==> config.mk <==
export PLATFORM = sky130hd
export DESIGN_NAME = snake_game_ctrl
export DESIGN_NICKNAME = d
export VERILOG_FILES = /design/src/rtl/snake_game_ctrl.sv
export SDC_FILE = /design/constraint.sdc
export NUM_CORES = 1
export LEC_CHECK = 0
export ABC_AREA = 1
export BUFFER_PORTS_ARGS = -buffer_cell sky130_fd_sc_hd__buf_2
export CORE_UTILIZATION = 40
export CTS_CLUSTER_SIZE = 12
export DETAILED_ROUTE_END_ITERATION = 10
export PLACE_DENSITY_LB_ADDON = 0.08
export SLEW_MARGIN = 20
export SYNTH_ARGS = -nofsm -noshare
export SYNTH_HDL_FRONTEND = slang
export SYNTH_SLANG_ARGS = --single-unit
==> constraint.sdc <==
create_clock -name clk -period 1.85 [get_ports clk]
set_input_delay 0.2775 -clock clk [delete_from_list [all_inputs] [get_ports clk]]
set_output_delay 0.2775 -clock clk [all_outputs]
set_load 0.01 [all_outputs]
==> src/rtl/snake_game_ctrl.sv <==
// Snake game sequencer: round FSM, move-tick timer, direction arbitration, round-start reset pulse.
// Optional macro SPEED_UP_EN: the move period shrinks with score level, down to TICK_MIN.
module snake_game_ctrl #(
    parameter int unsigned TICK_BASE   = 250_000,
    parameter int unsigned TICK_STEP   = 20_000,
    parameter int unsigned TICK_MIN    = 100_000,
    parameter int unsigned LEVEL_SHIFT = 2
) (
    input  logic       clk,
    input  logic       rst,
    input  logic       key_start,
    input  logic       key_pause,
    input  logic       key_up,
    input  logic       key_down,
    input  logic       key_left,
    input  logic       key_right,
    input  logic       hit_wall,
    input  logic       hit_body,
    input  logic [7:0] score,
    output logic [1:0] game_state,
    output logic       move_tick,
    output logic [1:0] dir,
    output logic       game_rst
);

    typedef enum logic [1:0] {
        IDLE  = 2'd0,
        PLAY  = 2'd1,
        PAUSE = 2'd2,
        OVER  = 2'd3
    } state_t;

    localparam logic [1:0] DIR_UP    = 2'd0;
    localparam logic [1:0] DIR_DOWN  = 2'd1;
    localparam logic [1:0] DIR_LEFT  = 2'd2;
    localparam logic [1:0] DIR_RIGHT = 2'd3;

    state_t      state, state_n;
    logic [31:0] counter, counter_n;
    logic [31:0] period;
    logic [1:0]  pending_dir, pending_n, dir_n, cand;
    logic        move_tick_n, game_rst_n;
    logic        start_q, start_prev, pause_q, pause_prev;
    logic        start_edge, pause_edge, key_any, tick_due;

    assign start_edge = start_q & ~start_prev;
    assign pause_edge = pause_q & ~pause_prev;
    assign key_any    = key_up | key_down | key_left | key_right;

`ifdef SPEED_UP_EN
    logic [31:0] step_total;
    assign step_total = (32'(score) >> LEVEL_SHIFT) * TICK_STEP;
    // Compare before subtracting so the period never underflows below the floor.
    assign period = (step_total >= TICK_BASE - TICK_MIN) ? TICK_MIN : TICK_BASE - step_total;
`else
    logic unused_cfg;
    assign unused_cfg = ^{score, TICK_STEP, TICK_MIN, LEVEL_SHIFT};
    assign period     = TICK_BASE;
`endif

    // >= rather than == so a period that shrinks mid-count fires at once instead of wrapping.
    assign tick_due = counter >= period - 32'd1;

    always_comb begin
        cand = DIR_RIGHT;
        if (key_up)        cand = DIR_UP;
        else if (key_down) cand = DIR_DOWN;
        else if (key_left) cand = DIR_LEFT;
    end

    always_comb begin
        state_n     = state;
        counter_n   = counter;
        dir_n       = dir;
        pending_n   = pending_dir;
        move_tick_n = 1'b0;
        game_rst_n  = 1'b0;
        case (state)
            IDLE, OVER: begin
                if (start_edge) begin
                    game_rst_n = 1'b1;
                    dir_n      = DIR_RIGHT;
                    pending_n  = DIR_RIGHT;
                    counter_n  = '0;
                    state_n    = PLAY;
                end
            end
            PLAY: begin
                if (key_any && cand != (dir ^ 2'd1))
                    pending_n = cand;
                if (hit_wall || hit_body) begin
                    state_n = OVER;
                end else if (pause_edge) begin
                    state_n = PAUSE;
                end else if (tick_due) begin
                    move_tick_n = 1'b1;
                    counter_n   = '0;
                    dir_n       = pending_dir;
                end else begin
                    counter_n = counter + 32'd1;
                end
            end
            PAUSE: begin
                if (pause_edge)
                    state_n = PLAY;
            end
            default: state_n = IDLE;
        endcase
    end

    always_ff @(posedge clk or posedge rst) begin
        if (rst) begin
            state       <= IDLE;
            counter     <= '0;
            dir         <= DIR_RIGHT;
            pending_dir <= DIR_RIGHT;
            move_tick   <= 1'b0;
            game_rst    <= 1'b0;
            start_q     <= 1'b0;
            start_prev  <= 1'b0;
            pause_q     <= 1'b0;
            pause_prev  <= 1'b0;
        end else begin
            state       <= state_n;
            counter     <= counter_n;
            dir         <= dir_n;
            pending_dir <= pending_n;
            move_tick   <= move_tick_n;
            game_rst    <= game_rst_n;
            start_q     <= key_start;
            start_prev  <= start_q;
            pause_q     <= key_pause;
            pause_prev  <= pause_q;
        end
    end

    assign game_state = state;

endmodule
# Yosys cells after proc, flatten, opt, wreduce, memory -nomap -nowiden
# Index checks and enable logic that the tools add are counted.
[op_classes]
add_sub_neg = 1
n_lt_le_gt_ge = 1
n_eq_ne = 11
n_mux = 26
n_bitwise = 8
n_reduce_logical = 9
[ops]
columns = ["cell", "count"]
rows = [
  ["$mux 32", 4],
  ["$pmux 32 s2", 1],
  ["$add 32x1->32 const B", 1],
  ["$ge 32x18->1 const B", 1],
  ["$mux 2", 11],
  ["$ne 2x2->1 const B", 6],
  ["$pmux 2 s2", 2],
  ["$mux 1", 7],
  ["$pmux 2 s3", 1],
  ["$reduce_and 3->1", 2],
  ["$reduce_and 5->1", 1],
  ["$eq 2x2->1 const B", 2],
  ["$reduce_and 4->1", 1],
  ["$ne 3x3->1 const B", 1],
  ["$not 1->1", 3],
  ["$or 1x1->1", 3],
  ["$and 1x1->1", 2],
  ["$eq 2x1->1 const B", 1],
  ["$logic_not 2->1", 1],
  ["$ne 2x2->1", 1],
  ["$reduce_bool 2->1", 1],
  ["$reduce_or 2->1", 1],
  ["$logic_and 1x1->1", 1],
  ["$logic_or 1x1->1", 1],
]
[totals]
register_bits = 44
inputBits = 18
word_cells = 66

# Longest topological paths before layout
# Gate-level depths: netlist of run 1.
[logic_depth]
depth_word = 7
ltp_mapped = 12
depth_no_buf = 11

# Worst setup path before layout of run 1
# Ideal clock, no wire load.
[synth_path]
path_kind = "register to register"
start = "register state[0] (netlist: game_state[0])"
end = "register counter[16]"
setup_time_ns = 0.115
arrival_time_ns = 1.584
path_slack_ns = 0.151
path_stages_with_launch = 11
n_path_buf = 2
period_less_slack_ns = 1.699
cell_sequence = "dfrtp_1 > inv_1 > ha_1 > nand2_2 > nand2_1 > nor2_2 > buf_6 > buf_6 > nand4_1 > nand2_1 > nor2_1"
[synth_via]
elab_chain_len = 4
elab_cells_between_ends = 10
cone_classes = "eq/ne (5); mux (1); reduce/logical (4)"
[synth_rtl]
columns = ["element", "line_no", "source"]
rows = [
  ["start, declared", "38", "state_t state, state_n;"],
  ["start signal, assigned", "124", "state <= state_n;"],
  ["$eq 2x2->1 or $logic_not 2->1 (tied branches)", "78", "case (state)"],
  ["$reduce_or 2->1", "78", ""],
  ["$ne 2x2->1 (no source line) or $reduce_bool 2->1 (tied branches)", "-", ""],
  ["$reduce_and 4->1 (no source line)", "-", ""],
  ["end signal, assigned", "125", "counter <= counter_n;"],
  ["end, declared", "39", "logic [31:0] counter, counter_n;"],
]
# Parallel ways exist; a longest one is shown, timed or not.
# A chain may end at the register's enable or synchronous reset.

# Worst setup path after layout of run 1
[layout_path]
start = "register state[0] (netlist: game_state[0])"
end = "register counter[6]"
# The elaborated chain is that of the path after synthesis.

==> flow_summary.toml, run 1 <==
[placement]
numPortBuffers = 15
hpwl_mm = 2.87
gp_congestion = 0.741

[timing]
fin_crit_ns = 1.78
worst_slew_pin_slew_ns = 0.277
finalCritPeriodShare = 0.964
hold_violations = 0
tns_ns = 0
skew_ns = 0.00984
max-slew-margin-rel = 0.815
fmax_ghz = 0.561
setup_viol = 0
finalMaxSlewViolations = 0

[floorplanning]
pin_count = 24
coreArea_mm2 = 0.00554
placementRows = 27
initial_core_util = 0.416
die_area_mm2 = 0.00607
die_x_um = 77.9
dieHeight_um = 77.9

[power]
p_clk_frac = 0.216
power.internal_mw = 2.29
peakVddDrop_uv = 654
sw_frac_of_total = 0.371
p_total_mw = 3.64
comb_power_share = 0.457
power.density_mw_per_mm2 = 1320
seq_power_share = 0.327
p_leak_nw = 1.35
power_switching_mw = 1.35

[clock_network]
cts_made_buffers = 5
path_clk_slew_ns = 0.09
htree_num_levels = 2
cts_tree = "yes"
clk_path_buf_depth = 2
cts_hold_buf = 0
clock-sinks = 44
clock_latency_ns = 0.29
cts-root-buf = "clkbuf_8"

[detailed_routing]
wl_per_cell_um = 11.2
routed-via-count = 1741
dr.pass1.iters = 5
drc = 0
viasPerCell = 4.48
wirelength_mm = 4.35
ant_nets = 0
drt_iter0_drc = 79

[hold_path]
min_path_type = "input pin to async pin"

[setup_path]
slowest_stage = "dfrtp_2"
rr_startpoint = "game_state[0]"
rrSetupSlack_ns = 0.07
critPathKind = "flop to flop"
critPathMaxFanout = 8
arrival_ns = 1.98
critPathLaunchType = "flop"
r2r_cells = 13
critPathMaxStageDelay_ns = 0.42
critical_path_required_ns = 2.04
cp_cell_sequence = "inv_2, ha_4, inv_1, nor2_2, a21oi_2, nor2_2, buf_4, buf_12, nand2_4, nor2_1, nand2_1, nand2_1, nor2_2"
reg2reg_to = "counter[6]"
cp_common_cell = "nor2_2"
cp-end-kind = "flop"

[synth]
synth_seq_cells = 44
syn_inst = 286
syn-num-nets = 307
synth_warnings = 0
netlist_area_mm2 = 0.00231
ys_types = 28
syn_area_per_cell_um2 = 8.06
synth_seq_area_share = 0.480

[global_route]
grt_pass1_vias = 1605
grt_start_max_net_pins = 45
grt_pass1_wl_mm = 7.42
antenna_found_initial = 0
grt_usage = 0.159
grt_remaining_overflow = 0

[final_layout]
finalNetCount = 337
layout-drive-gt1-share = 0.259
area_growth_pct = 19.2
n_antenna_cell = 0

[outcome]
status = "complete, no violations"

[job]
drv_cap = 0
-- metrics by stage --
step	cell area (µm²)	hold WS (ns)	util	std cells	worst slack (ns)
after floorplan	2310	0.309	-	286	0.151
after global routing	2750	0.0155	0.496	389	-0.0400
after CTS	2600	0.00540	0.469	381	0.00470
after detailed placement	2470	0.339	0.447	373	0.0322
final	2750	0.00215	0.496	389	0.0659
after global placement	2470	0.332	0.447	373	0.0168
-- placed cells by master, fill, tap and decap left out, drive strengths merged --
master,instances
ha,3
bufinv,1
nand2,76
nor2,64
dfrtp,40
nand3b,1
clkinv,2
xor2,6
xnor2,3
a21oi,2
or2,3
nor3,2
clkbuf,8
buf,26
nand4,8
nand3,17
inv,42
o21ai,7
o21bai,1
a21o,1
dfstp,4
-- sequential cells by signal, indices dropped and copies added (netlist names) --
name,count
counter,32
dir,2
game_state,2
pending_dir,2
game_rst,1
move_tick,1
pause_prev,1
pause_q,1
start_prev,1
start_q,1
-- power groups by stage --
stage / Combinational (mW) / Clock (mW) / Sequential [mW]
floorplan: 0.980 / 0 / 1.21
global placement: 1.25 / 0 / 1.20
detailed placement: 1.26 / 0 / 1.19
CTS: 1.25 / 0.824 / 1.18
global route: 1.85 / 0.851 / 1.20
finish: 1.66 / 0.785 / 1.19
-- synthesized netlist by cell type --
cell	count	area (µm²)
o21ai_0	6	30.0
buf_6	3	33.8
xnor2_1	3	26.3
inv_1	41	154
nand4_1	8	50.1
or2_2	3	18.8
nor2_4	3	33.8
dfrtp_1	40	1000
buf_2	1	5.00
nand3_1	13	65.1
nor3_1	2	10.0
o21bai_2	1	11.3
nand2_1	69	259
nand2_2	7	43.8
inv_4	1	6.26
xor2_1	6	52.6
nand3_2	3	30.0
nand3_4	1	17.5
nand3b_1	1	7.51
a21o_1	1	7.51
a21oi_1	2	10.0
nor2_1	48	180
o21ai_1	1	5.00
dfstp_2	4	105
buf_12	1	20.0
ha_1	3	37.5
nor2_2	13	81.3
inv_2	1	3.75
-- final cells by class --
type                            count  area [µm²]
Sequential cell                    44        1110
Clock inverter                      2        38.8
Tap cell                           72        90.1
Inverter                           43         166
Fill cell                         560        2790
Timing Repair Buffer               28         233
Multi-Input combinational cell    194        1030
Clock buffer                        6        82.6
-- routing by layer --
layer	GRT usage	up-vias	wire, µm
li1	-	925	-
met1	0.217	793	2300
met2	0.242	21	1920
met3	0.0353	2	96
met4	0.0667	0	38
met5	0	-	0
-- worst max path at each step --
stage / startpoint / to / slack (ns) / cells past startpoint
floorplan: game_state[0] / counter[16] / 0.15 / 10
global placement: game_state[0] / counter[7] / 0.02 / 10
detailed placement: game_state[0] / counter[11] / 0.03 / 10
CTS: game_state[0] / counter[7] / 0.005 / 10
global route: game_state[0] / counter[6] / -0.04 / 13
finish: game_state[0] / counter[6] / 0.07 / 13
-- worst max-delay path, delay by kind of cell, from the launching register on --
kind | cells | cell delay, ns
AOI/OAI and AO/OA | 1 | 0.04
adders and majority gates | 1 | 0.27
buffers and inverters | 4 | 0.39
DFF | 1 | 0.42
and+or+nand+nor | 7 | 0.56
-- kinds of logic after synthesis --
logic type | count (synthesis) | synth area share
DFF | 44 | 0.480
xor gates and xnor gates | 9 | 0.0342
adders and majority gates | 3 | 0.0163
buffers and inverters | 48 | 0.0966
and+or+nand+nor | 171 | 0.346
AOI/OAI and AO/OA | 11 | 0.0277
-- timing repair --
action	CTS	global route
endpoints found under the setup margin	0	19
resized for setup	0	13
buffers inserted	0	6
No activity file was read; power rests on OpenSTA's default activity.
==> inputs of run 2 (changes only) <==
clock period = 1.95 ns   (was 1.85 ns; I/O delays follow)
==> run 2 against run 1 <==
Global-route usage fell by 0.42 points. Die area is the same. Via count decreased by 0.80%. Clock skew is 0.0042 ns lower. Cell count is 1.8% lower. Clock power fell by 7.4%. Sequential cell count is the same. Count of clock-buffer cells in the layout decreased by 1. Worst setup slack better by 0.11 ns.
==> flow_summary.toml, run 2 (synthesis gave the netlist of run 1 again) <==
[outcome]
status = "complete, no violations"

[setup_path]
critPathKind = "flop to flop"
arrival_ns = 1.97
critical_path_required_ns = 2.15
critPathMaxFanout = 7
critPathLaunchType = "flop"
cp-end-kind = "flop"
rrSetupSlack_ns = 0.18
r2r_cells = 12

[final_layout]
mostFrequentLayoutCell = "nand2_1"
regMostFlops = "counter"
design_area_mm2 = 0.00258
final_cell_mix = "69 x nand2_1, 46 x nor2_1, 40 x inv_1, 40 x dfrtp_1"
largest_reg_flops = 32
finalNetCount = 330
fillers = 588
layout-drive-gt1-share = 0.223
regArea_mm2 = 0.00111
n_antenna_cell = 0
area_growth_pct = 11.9
multi_input_area_um2 = 985

[timing]
worst_slew_pin_slew_ns = 0.560
fmax_ghz = 0.565
hold_violations = 0
hold_slack_ns = 0.0927
skew_ns = 0.00569
tns_ns = 0
finalMaxSlewViolations = 0
finalCritPeriodShare = 0.908
fin_crit_ns = 1.77
max-slew-margin-rel = 0.627
setup_ws_ns = 0.180
setup_viol = 0
rsz0062_at_grt = "false"

[power]
p_leak_nw = 1.27
peakVddDrop_uv = 749
power.density_mw_per_mm2 = 1160

[detailed_routing]
met2_length_mm = 1.75
wl_met3_um = 96
dr.max_layer_used = "met4"
wl_per_cell_um = 10.7
ant_nets = 0
viasPerCell = 4.52
wirelength_mm = 4.08
m1WireLength_mm = 2.17
drc = 0
routed-via-count = 1727
drt_iter0_drc = 67
dr.pass1.iters = 4

[hold_path]
whs_path_depth = 1
min_path_type = "input pin to flop"

[clock_network]
htree_num_levels = 2
cts_setup_buffers = 0
clk_path_buf_depth = 2
cts_tree = "yes"
cts-root-buf = "clkbuf_8"
cts_made_buffers = 5
clock-sinks = 44
clock_latency_ns = 0.30
path_clk_slew_ns = 0.09

[global_route]
grt_remaining_overflow = 0
grt_usage = 0.155
grt_start_max_net_pins = 45
grt_pass1_vias = 1595
grt_pass1_wl_mm = 7.22
antenna_found_initial = 0

[placement]
place_area_mm2 = 0.00246
gp_congestion = 0.760
hpwl_mm = 2.88
numPortBuffers = 15
pre_cts_ws_ns = 0.109

[floorplanning]
coreArea_mm2 = 0.00554
dieHeight_um = 77.9
initial_core_util = 0.416
die_x_um = 77.9
die_area_mm2 = 0.00607
placementRows = 27
pin_count = 24

[job]
drv_cap = 0
==> run 2: layout make-up <==
type | instances | share of cell area
Clock buffer | 5 | 0.0267
Clock inverter | 3 | 0.0179
Timing Repair Buffer | 21 | 0.0466
Sequential cell | 44 | 0.429
Inverter | 43 | 0.0635
Tap cell | 72 | 0.0349
Multi-Input combinational cell | 194 | 0.382
==> run 2: metal layers <==
layer  vias up  track usage
li1        915            -
met1       786        0.220
met2        19        0.225
met3         7       0.0353
met4         0       0.0667
met5         -            0
==> run 2: where the power goes <==
| part | internal [mW] | switching [mW] |
|---|---|---|
| clock | 0.386 | 0.341 |
| combinational | 0.401 | 0.746 |
| sequential | 1.04 | 0.0724 |
| total | 1.83 | 1.16 |
==> run 2: worst paths after layout <==
check	startpoint	endpoint
setup / recovery	game_state[0]	counter[6]
hold / removal	key_pause	pause_q
setup reg to reg	game_state[0]	counter[6]
hold reg to reg	start_q	start_prev
max in group asynchronous	rst	dir[0]
min in group asynchronous	rst	counter[22]
==> run 2: per-stage QoR <==
| step | power [mW] | utilization | cells |
|---|---|---|---|
| 5_1_grt | 3.22 | 0.466 | 382 |
| 6_report | 2.99 | 0.466 | 382 |
| 4_1_cts | 3.04 | 0.464 | 382 |
| 2_1_floorplan | 2.07 | - | 286 |
| 3_3_place_gp | 2.30 | 0.444 | 374 |
| 3_5_place_dp | 2.29 | 0.444 | 374 |
==> run 2: critical path: stages (launching register included) <==
cell     delay [ns]
dfrtp_1        0.41
inv_1          0.06
ha_1           0.32
inv_1          0.06
nor2_1         0.08
a21oi_1        0.05
nor2_2         0.16
buf_4          0.19
nand2_2        0.08
nor2_1         0.09
nand2_1        0.05
nand2_1        0.08
nor2_2         0.04
==> run 2: repair_timing <==
action,in CTS,in global routing
setup endpoints to repair,0,3
resized for setup,0,3
hold buffers,0,0
